**src/rtl/ex_result_buffer.sv**
```systemverilog
// ex_result_buffer: EX->MEM two-entry skid buffer with overflow trap kill, exception pulse and saturating counter
module ex_result_buffer #(
  parameter int DW   = 32,
  parameter int RW   = 5,
  parameter int CNTW = 8
) (
  input  logic            CLK,
  input  logic            RST,
  input  logic            in_valid,
  output logic            in_ready,
  input  logic [DW-1:0]   alu_out,
  input  logic            neg_f,
  input  logic            over_f,
  input  logic            zero_f,
  input  logic [RW-1:0]   in_wsel,
  input  logic            in_regwen,
  input  logic            in_trap_ovf,
  input  logic [DW-1:0]   in_pc,
  input  logic            flush,
  output logic            out_valid,
  input  logic            out_ready,
  output logic [DW-1:0]   out_result,
  output logic            out_zero,
  output logic            out_neg,
  output logic [RW-1:0]   out_wsel,
  output logic            out_regwen,
  output logic            ovf_exc,
  output logic [DW-1:0]   exc_pc,
  output logic [CNTW-1:0] ovf_count
);
  localparam int EW = DW + RW + 3;
  typedef enum logic [1:0] {EMPTY, ONE, TWO} state_t;
  state_t          state_q, state_d;
  logic [EW-1:0]   head_q, head_d, skid_q, in_ent;
  logic            in_ready_q, ovf_exc_q, push, pop, trap, load_head, load_skid;
  logic [DW-1:0]   exc_pc_q;
  logic [CNTW-1:0] cnt_q;
  assign push      = in_valid & in_ready_q;
  assign pop       = out_valid & out_ready;
  assign trap      = over_f & in_trap_ovf;
  assign in_ent    = {alu_out, zero_f, neg_f, in_wsel, in_regwen & ~trap};
  assign load_head = !flush && ((push && (state_q == EMPTY || pop)) || (state_q == TWO && pop));
  assign load_skid = !flush && push && !pop && state_q == ONE;
  assign head_d    = (state_q == TWO) ? skid_q : in_ent;
  always_ff @(posedge CLK or posedge RST) begin
    if (RST) state_q <= EMPTY;
    else     state_q <= state_d;
  end
  always_comb begin
    state_d = flush ? EMPTY :
              (state_q == EMPTY) ? (push ? ONE : EMPTY) :
              (state_q == ONE)   ? ((push && !pop) ? TWO : (!push && pop) ? EMPTY : ONE) :
                                   (pop ? ONE : TWO);
  end
  always_comb begin
    out_valid = state_q != EMPTY;
    in_ready  = in_ready_q;
  end
  always_ff @(posedge CLK or posedge RST) begin
    if (RST) begin
      head_q     <= '0;
      skid_q     <= '0;
      in_ready_q <= 1'b1;
      ovf_exc_q  <= 1'b0;
      exc_pc_q   <= '0;
      cnt_q      <= '0;
    end else begin
      in_ready_q <= state_d != TWO;
      ovf_exc_q  <= push & trap & ~flush;
      if (load_head) head_q <= head_d;
      if (load_skid) skid_q <= in_ent;
      if (push && trap && !flush) begin
        exc_pc_q <= in_pc;
        cnt_q    <= (cnt_q == '1) ? cnt_q : cnt_q + 1'b1;
      end
    end
  end
  assign {out_result, out_zero, out_neg, out_wsel, out_regwen} = head_q;
  assign ovf_exc   = ovf_exc_q;
  assign exc_pc    = exc_pc_q;
  assign ovf_count = cnt_q;
endmodule
```
**config.mk**
```make
export PLATFORM = sky130hd
export DESIGN_NAME = ex_result_buffer
export DESIGN_NICKNAME = d
export VERILOG_FILES = /design/src/rtl/ex_result_buffer.sv
export SDC_FILE = /design/constraint.sdc
export NUM_CORES = 1
export LEC_CHECK = 0
export CORE_ASPECT_RATIO = 1.5
export CORE_MARGIN = 5
export CORE_UTILIZATION = 45
export CTS_BUF_LIST = sky130_fd_sc_hd__clkbuf_2
export CTS_CLUSTER_DIAMETER = 40
export CTS_CLUSTER_SIZE = 12
export DETAILED_ROUTE_END_ITERATION = 16
export PLACE_DENSITY = 0.77
export SLEW_MARGIN = 0
export SYNTH_ARGS = -nofsm -noshare
export SYNTH_HDL_FRONTEND = slang
export SYNTH_SLANG_ARGS = --single-unit
```
**constraint.sdc**
```tcl
create_clock -name CLK -period 10.1 [get_ports CLK]
set_input_delay 3.03 -clock CLK [delete_from_list [all_inputs] [get_ports CLK]]
set_output_delay 3.03 -clock CLK [all_outputs]
set_load 0.005 [all_outputs]
```
==> results of run 1 <==
-- per-stage QoR --
stage	instance area, sq um	power (uW)	worst slack, ns	utilization	cells
6_report	7430	1360	5.11	0.622	676
5_1_grt	7430	1440	4.99	0.622	676
4_1_cts	7430	1380	5.09	0.621	675
3_5_place_dp	7170	1060	4.36	0.600	644
3_3_place_gp	7170	1040	4.46	0.600	644
2_1_floorplan	5490	842	3.77	-	343
-- sequential cells by signal, summed over array words and instances, names as in the netlist --
name	cells
head_q	40
skid_q	40
exc_pc	32
ovf_count	8
state_q	2
in_ready	1
ovf_exc	1
-- logic make-up (layout without fill, tap and decap cells) --
logic type / count (synthesis) / after routing / synth area share
buffers and inverters: 20 / 199 / 0.0301
XOR/XNOR: 3 / 3 / 0.00479
adder cells (fa/ha/maj): 1 / 1 / 0.00228
other: 0 / 1 / 0
flip-flops: 124 / 124 / 0.566
multiplexers: 157 / 157 / 0.349
AO/OA/AOI/OAI: 9 / 9 / 0.0153
AND/OR/NAND/NOR: 29 / 29 / 0.0326
-- cell type report --
cell class | instances | share of cell area
clock buffers | 17 | 0.0114
inverters | 3 | 0.00185
diodes | 1 | 0.000337
flip-flops and latches | 124 | 0.418
multi-input cells | 199 | 0.299
well taps | 153 | 0.0258
clock inverters | 14 | 0.0231
repair buffers | 165 | 0.221
-- report_power, final --
part,total [uW],leakage [uW],switching (uW),internal (uW)
combinational,364,0.00154,103,261
clock,321,0.000137,184,137
sequential,676,0.00151,66.4,610
total,1360,0.00318,354,1010
-- layer usage --
layer / share of wire / up-vias / track usage
met5: 0 / - / 0
met4: 0.016 / 0 / 0.0566
met3: 0.064 / 9 / 0.0524
met2: 0.53 / 107 / 0.280
met1: 0.39 / 1681 / 0.189
li1: - / 1572 / -
-- worst reg2reg max path: stages, from the launching register on --
cell	delay, ns
dfstp_2	0.59
and2_1	0.26
nand4b_1	0.82
buf_4	0.57
mux2_2	0.32
-- cells in the final DEF (no fill, tap or decap), types with 2 or more instances in the layout --
| cell | netlist | routed |
|---|---|---|
| a21oi_1 | 2 | 2 |
| and2_1 | 2 | 2 |
| buf_4 | 0 | 4 |
| bufinv_16 | 0 | 3 |
| clkbuf_2 | 0 | 17 |
| clkdlybuf4s50_1 | 0 | 161 |
| clkinv_4 | 0 | 2 |
| clkinvlp_4 | 0 | 5 |
| dfrtp_1 | 123 | 123 |
| inv_1 | 3 | 2 |
| inv_6 | 0 | 2 |
| mux2_1 | 5 | 5 |
| mux2_2 | 112 | 112 |
| mux2_4 | 40 | 40 |
| nand2_1 | 3 | 3 |
| nand2b_1 | 6 | 5 |
| nand3_1 | 2 | 2 |
| nand4_1 | 4 | 4 |
| nor3_1 | 2 | 2 |
| xnor2_1 | 2 | 2 |
-- path summary, 6_finish.rpt --
kind | start | endpoint | slack [ns] | cells after the start
worst min register to register | skid_q[4] | skid_q[4] | 0.51 | 1
worst max register to register | in_ready | skid_q[36] | 7.46 | 4
min in group asynchronous | RST | skid_q[12] | 2.85 | 2
max in group asynchronous | RST | skid_q[28] | 5.94 | 3
worst max-delay path | in_valid | skid_q[36] | 5.11 | 5
worst min-delay path | skid_q[4] | skid_q[4] | 0.51 | 1
==> summary.txt, run 1 <==
Global route
  • Global-route wire length before repair: 18,800 um
  • Gr ovfl total: 0
  • GRT Overall Usage: 0.163
  • Initial antenna violation count: 1
  • Vias in the first global route: 3,727
  • Largest net degree at the start of global routing: 65

Synth
  • Cell Area, Synth: 5490 sq um
  • Dominant cells by area after synthesis: dfrtp_1, mux2_2, mux2_4, buf_6, mux2_1
  • Seq cells post-synth: 124
  • Count of flip-flops with a built-in enable after synthesis: 0
  • Avg Cell Area, Syn: 16.0 sq um
  • Post-Synthesis Cells: 343
  • Top cell type by total area after synthesis: dfrtp_1
  • Top-count cell post-synth: dfrtp_1
  • Post-synthesis sequential area ratio: 0.566
  • Yosys top cell area share: 0.561
  • Syn Nets: 423
  • Ys async rst share: 1.00
  • Top FF cell, synth: dfrtp_1
  • Yosys synthesis warning count: 0
  • Top cells by count, synth: dfrtp_1, mux2_2, mux2_4
  • Netlist cell types: 35

Critical path
  • Crit path max fanout: 23
  • Arr. time, crit path: 5.50 ns
  • CP Cell Sequence: clkdlybuf4s50_1 -> and2_1 -> nand4b_1 -> buf_4 -> mux2_2
  • Critical Path Sink Type: flip-flop
  • CP bufs+invs: 2
  • Largest stage delay on the critical path: 0.82 ns
  • CP max stage cell: nand4b_1
  • Worst path top cell family by delay: simple AND/OR/NAND/NOR gates
  • Crit path launch type: input port
  • CP Class: input port to flip-flop
  • Critical Path RT: 10.62 ns

STA
  • Crit share post-route: 0.494
  • Max frequency: 201 MHz
  • Fin crit period: 4.99 ns
  • Setup TNS: 0 ns
  • Max-slew violation count: 0
  • Hold Vio Cnt, Final: 0
  • Worst-margin pin slew: 1.09 ns
  • RSZ-0062 raised after global routing: false
  • Min Hold Slack: 0.514 ns
  • Count of final setup violators: 0
  • Relative max-transition margin: 0.272
  • Worst Clk Skew: 0.0292 ns

Power
  • Leak Pwr: 0.00318 uW
  • Max IR drop VDD: 110 uV
  • Cell Pwr Density: 183 nW/um^2

Route
  • Vias per cell: 4.98
  • DR pass1 iterations: 4
  • DRC Markers: 0
  • DRT antenna net count: 0
  • Final WL: 11,600 um
  • Via count: 3,369
  • WL/cell: 17.1 um
  • Starting DRC count in detailed routing: 93

Floorplanning
  • I/O pin count: 162
  • Site row count: 49
  • Horiz. Die Dim: 100 um
  • Die area: 14,600 sq um
  • Die height: 145 um
  • Initial core utilization: 0.459
  • Core Area: 12,000 sq um

Cells and area
  • Nets@finish: 590
  • FF+latch area: 3100 sq um
  • Area Growth Syn to Fin: 35.4%
  • Share of layout cells above drive strength 1: 0.370
  • Fill cells: 959
  • Area occupied by multi-input gates: 2220 sq um

CTS
  • Resized cells post-CTS: 0
  • Clk_lat worst skew: 0.63 ns
  • Total CTS buffers: 17
  • Worst-path clk slew: 0.18 ns
  • H-tree depth: 4
  • CTS tree: done
  • Max clock buf depth: 2
  • Root buffer cell: clkbuf_2
  • # Post-CTS Setup Buffers: 0
  • CTS Hold Bufs: 0
  • Clock tree sinks: 124

Placement
  • Hpwl dp: 8240 um
  • GP Congestion: 0.834
  • Port bufs: 161

Status
  • Status: finished, final reports clean

Job
  • Max-cap check violation count: 0

Min path
  • Worst hold path type: flip-flop to flip-flop
(Power assumes the default switching activity.)
==> run 2: changes to the inputs <==
Clock period 10.1 ns to 4.62 ns, I/O delays scaled along.
==> summary.txt, run 2 (synthesis gave the netlist of run 1 again) <==
Status
  • Status: finished, final reports clean

Critical path
  • Largest stage delay on the critical path: 0.49 ns (-0.33 ns)
  • WP depth: 2 (-3)
  • Worst R2R Path Depth: 4 (unchanged)
  • Arr. time, crit path: 1.88 ns (-3.62 ns)
  • Critical Path RT: 3.23 ns (-7.39 ns)
  • CP bufs+invs: 1 (-1)
  • FF-to-FF End: head_q[3]
  • CP Cell Sequence: or2_2 -> clkdlybuf4s50_1
  • R2R Setup Slk: 1.89 ns (-5.57 ns)
  • RR Startpoint: state_q[0]
  • Critical Path Sink Type: output port
  • CP Class: flip-flop to output port
  • Worst path top cell family by delay: flip-flops
  • Crit path launch type: flip-flop
  • Crit. Startpoint: state_q[1]
  • CP max stage cell: dfrtp_1
  • Crit path max fanout: 7 (-70%)

Min path
  • HP Start: skid_q[3]
  • Hold path cells: 1 (unchanged)
  • Worst hold path type: flip-flop to flip-flop
  • Worst hold endpoint: skid_q[3]

Cells and area
  • Area Growth Syn to Fin: 35.2%
  • FF+latch area: 3100 sq um (unchanged)
  • Most common cell after layout, fill and taps aside: clkdlybuf4s50_1
  • Commonest cells after routing, fill and taps aside: clkdlybuf4s50_1, dfrtp_1, mux2_2
  • Share of layout cells above drive strength 1: 0.369 (-0.000707)
  • Nets@finish: 590 (unchanged)
  • Area occupied by multi-input gates: 2220 sq um (unchanged)
  • Fill cells: 932 (-2.8%)
  • Fin area: 7420 sq um (-0.12%)
  • Final core occ: 0.621 (-0.000733)

STA
  • Hold Vio Cnt, Final: 0 (unchanged)
  • Count of final setup violators: 0 (unchanged)
  • Crit share post-route: 0.708
  • Max frequency: 306 MHz
  • Worst Clk Skew: 0.0318 ns (+0.00267 ns)
  • RSZ-0062 raised after global routing: false
  • Fin crit period: 3.27 ns
  • Setup TNS: 0 ns (unchanged)
  • Worst-margin pin slew: 1.20 ns (+0.113 ns)
  • Relative max-transition margin: 0.197 (-0.0755)
  • Max-slew violation count: 0 (unchanged)

CTS
  • CTS Hold Bufs: 0 (unchanged)
  • # Post-CTS Setup Buffers: 0 (unchanged)
  • H-tree depth: 4 (unchanged)
  • CTS tree: done
  • Worst-path clk slew: 0.20 ns (+0.02 ns)
  • Resized cells post-CTS: 0 (unchanged)
  • Max clock buf depth: 2 (unchanged)
  • Root buffer cell: clkbuf_2
  • Clock tree sinks: 124 (unchanged)
  • Clk_lat worst skew: 0.63 ns (about the same)
  • Total CTS buffers: 17 (unchanged)

Power
  • Cell Pwr Density: 396 nW/um^2 (+120%)
  • Leak Pwr: 0.00319 uW (+0.15%)
  • Max IR drop VDD: 252 uV (+130%)

Route
  • WL/cell: 17.8 um (+3.6%)
  • DR pass1 iterations: 4 (unchanged)
  • DRT antenna net count: 0 (unchanged)
  • DRC Markers: 0 (unchanged)
  • Vias per cell: 5.13 (+2.9%)
  • Final WL: 12,000 um (+3.8%)
  • Via count: 3,472 (+3.1%)
  • Starting DRC count in detailed routing: 107 (+15%)

Global route
  • Largest net degree at the start of global routing: 125 (+92%)
  • Initial antenna violation count: 1 (unchanged)
  • Gr ovfl total: 0 (unchanged)
  • GRT Overall Usage: 0.170 (+0.00660)
  • Vias in the first global route: 3,811 (+2.3%)
  • Global-route wire length before repair: 19,600 um (+4.1%)

Floorplanning
  • I/O pin count: 162 (unchanged)
  • Site row count: 49 (unchanged)
  • Die height: 145 um (unchanged)
  • Horiz. Die Dim: 100 um (unchanged)
  • Die area: 14,600 sq um (unchanged)
  • Core Area: 12,000 sq um (unchanged)
  • Initial core utilization: 0.459 (unchanged)

Placement
  • Port bufs: 161 (unchanged)
  • DP Area: 7190 sq um (+0.19%)
  • Hpwl dp: 8280 um (+0.41%)
  • GP Congestion: 0.871 (+4.4%)

Job
  • Max-cap check violation count: 0 (unchanged)
## run 2: layer usage
layer / global-route usage / up-vias / part of all wire
met3: 0.0471 / 13 / 0.064
met1: 0.200 / 1750 / 0.40
met2: 0.292 / 132 / 0.52
li1: - / 1577 / -
met4: 0.0607 / 0 / 0.016
met5: 0 / - / 0
## run 2: power breakdown
group | switching [uW] | internal, uW
sequential | 149 | 1330
combinational | 226 | 572
clock | 411 | 247
## run 2: worst max path at each step
stage / end / slack [ns]
floorplan: exc_pc[0] / 1.71
global placement: head_q[16] / 1.11
detailed placement: head_q[16] / 1.06
CTS: out_valid / 1.25
global route: out_valid / 1.19
finish: out_valid / 1.35
## run 2: area by class of cell
| type | instances | area share |
|---|---|---|
| inverter | 3 | 0.00202 |
| timing repair buffer | 165 | 0.223 |
| antenna | 1 | 0.000337 |
| clock inverter | 15 | 0.0201 |
| tap | 153 | 0.0258 |
| multi-input combinational | 199 | 0.299 |
| sequential | 124 | 0.418 |
| clock buffer | 17 | 0.0115 |
## run 2: stage by stage
| step | instances | hold slack, ns | power [uW] | setup slack [ns] |
|---|---|---|---|---|
| after global placement | 644 | 0.469 | 2280 | 1.11 |
| final | 677 | 0.521 | 2940 | 1.35 |
| after floorplan | 343 | 0.460 | 1840 | 1.71 |
| after CTS | 676 | 0.520 | 2990 | 1.25 |
| after detailed placement | 644 | 0.483 | 2320 | 1.06 |
| after global routing | 677 | 0.540 | 3110 | 1.19 |
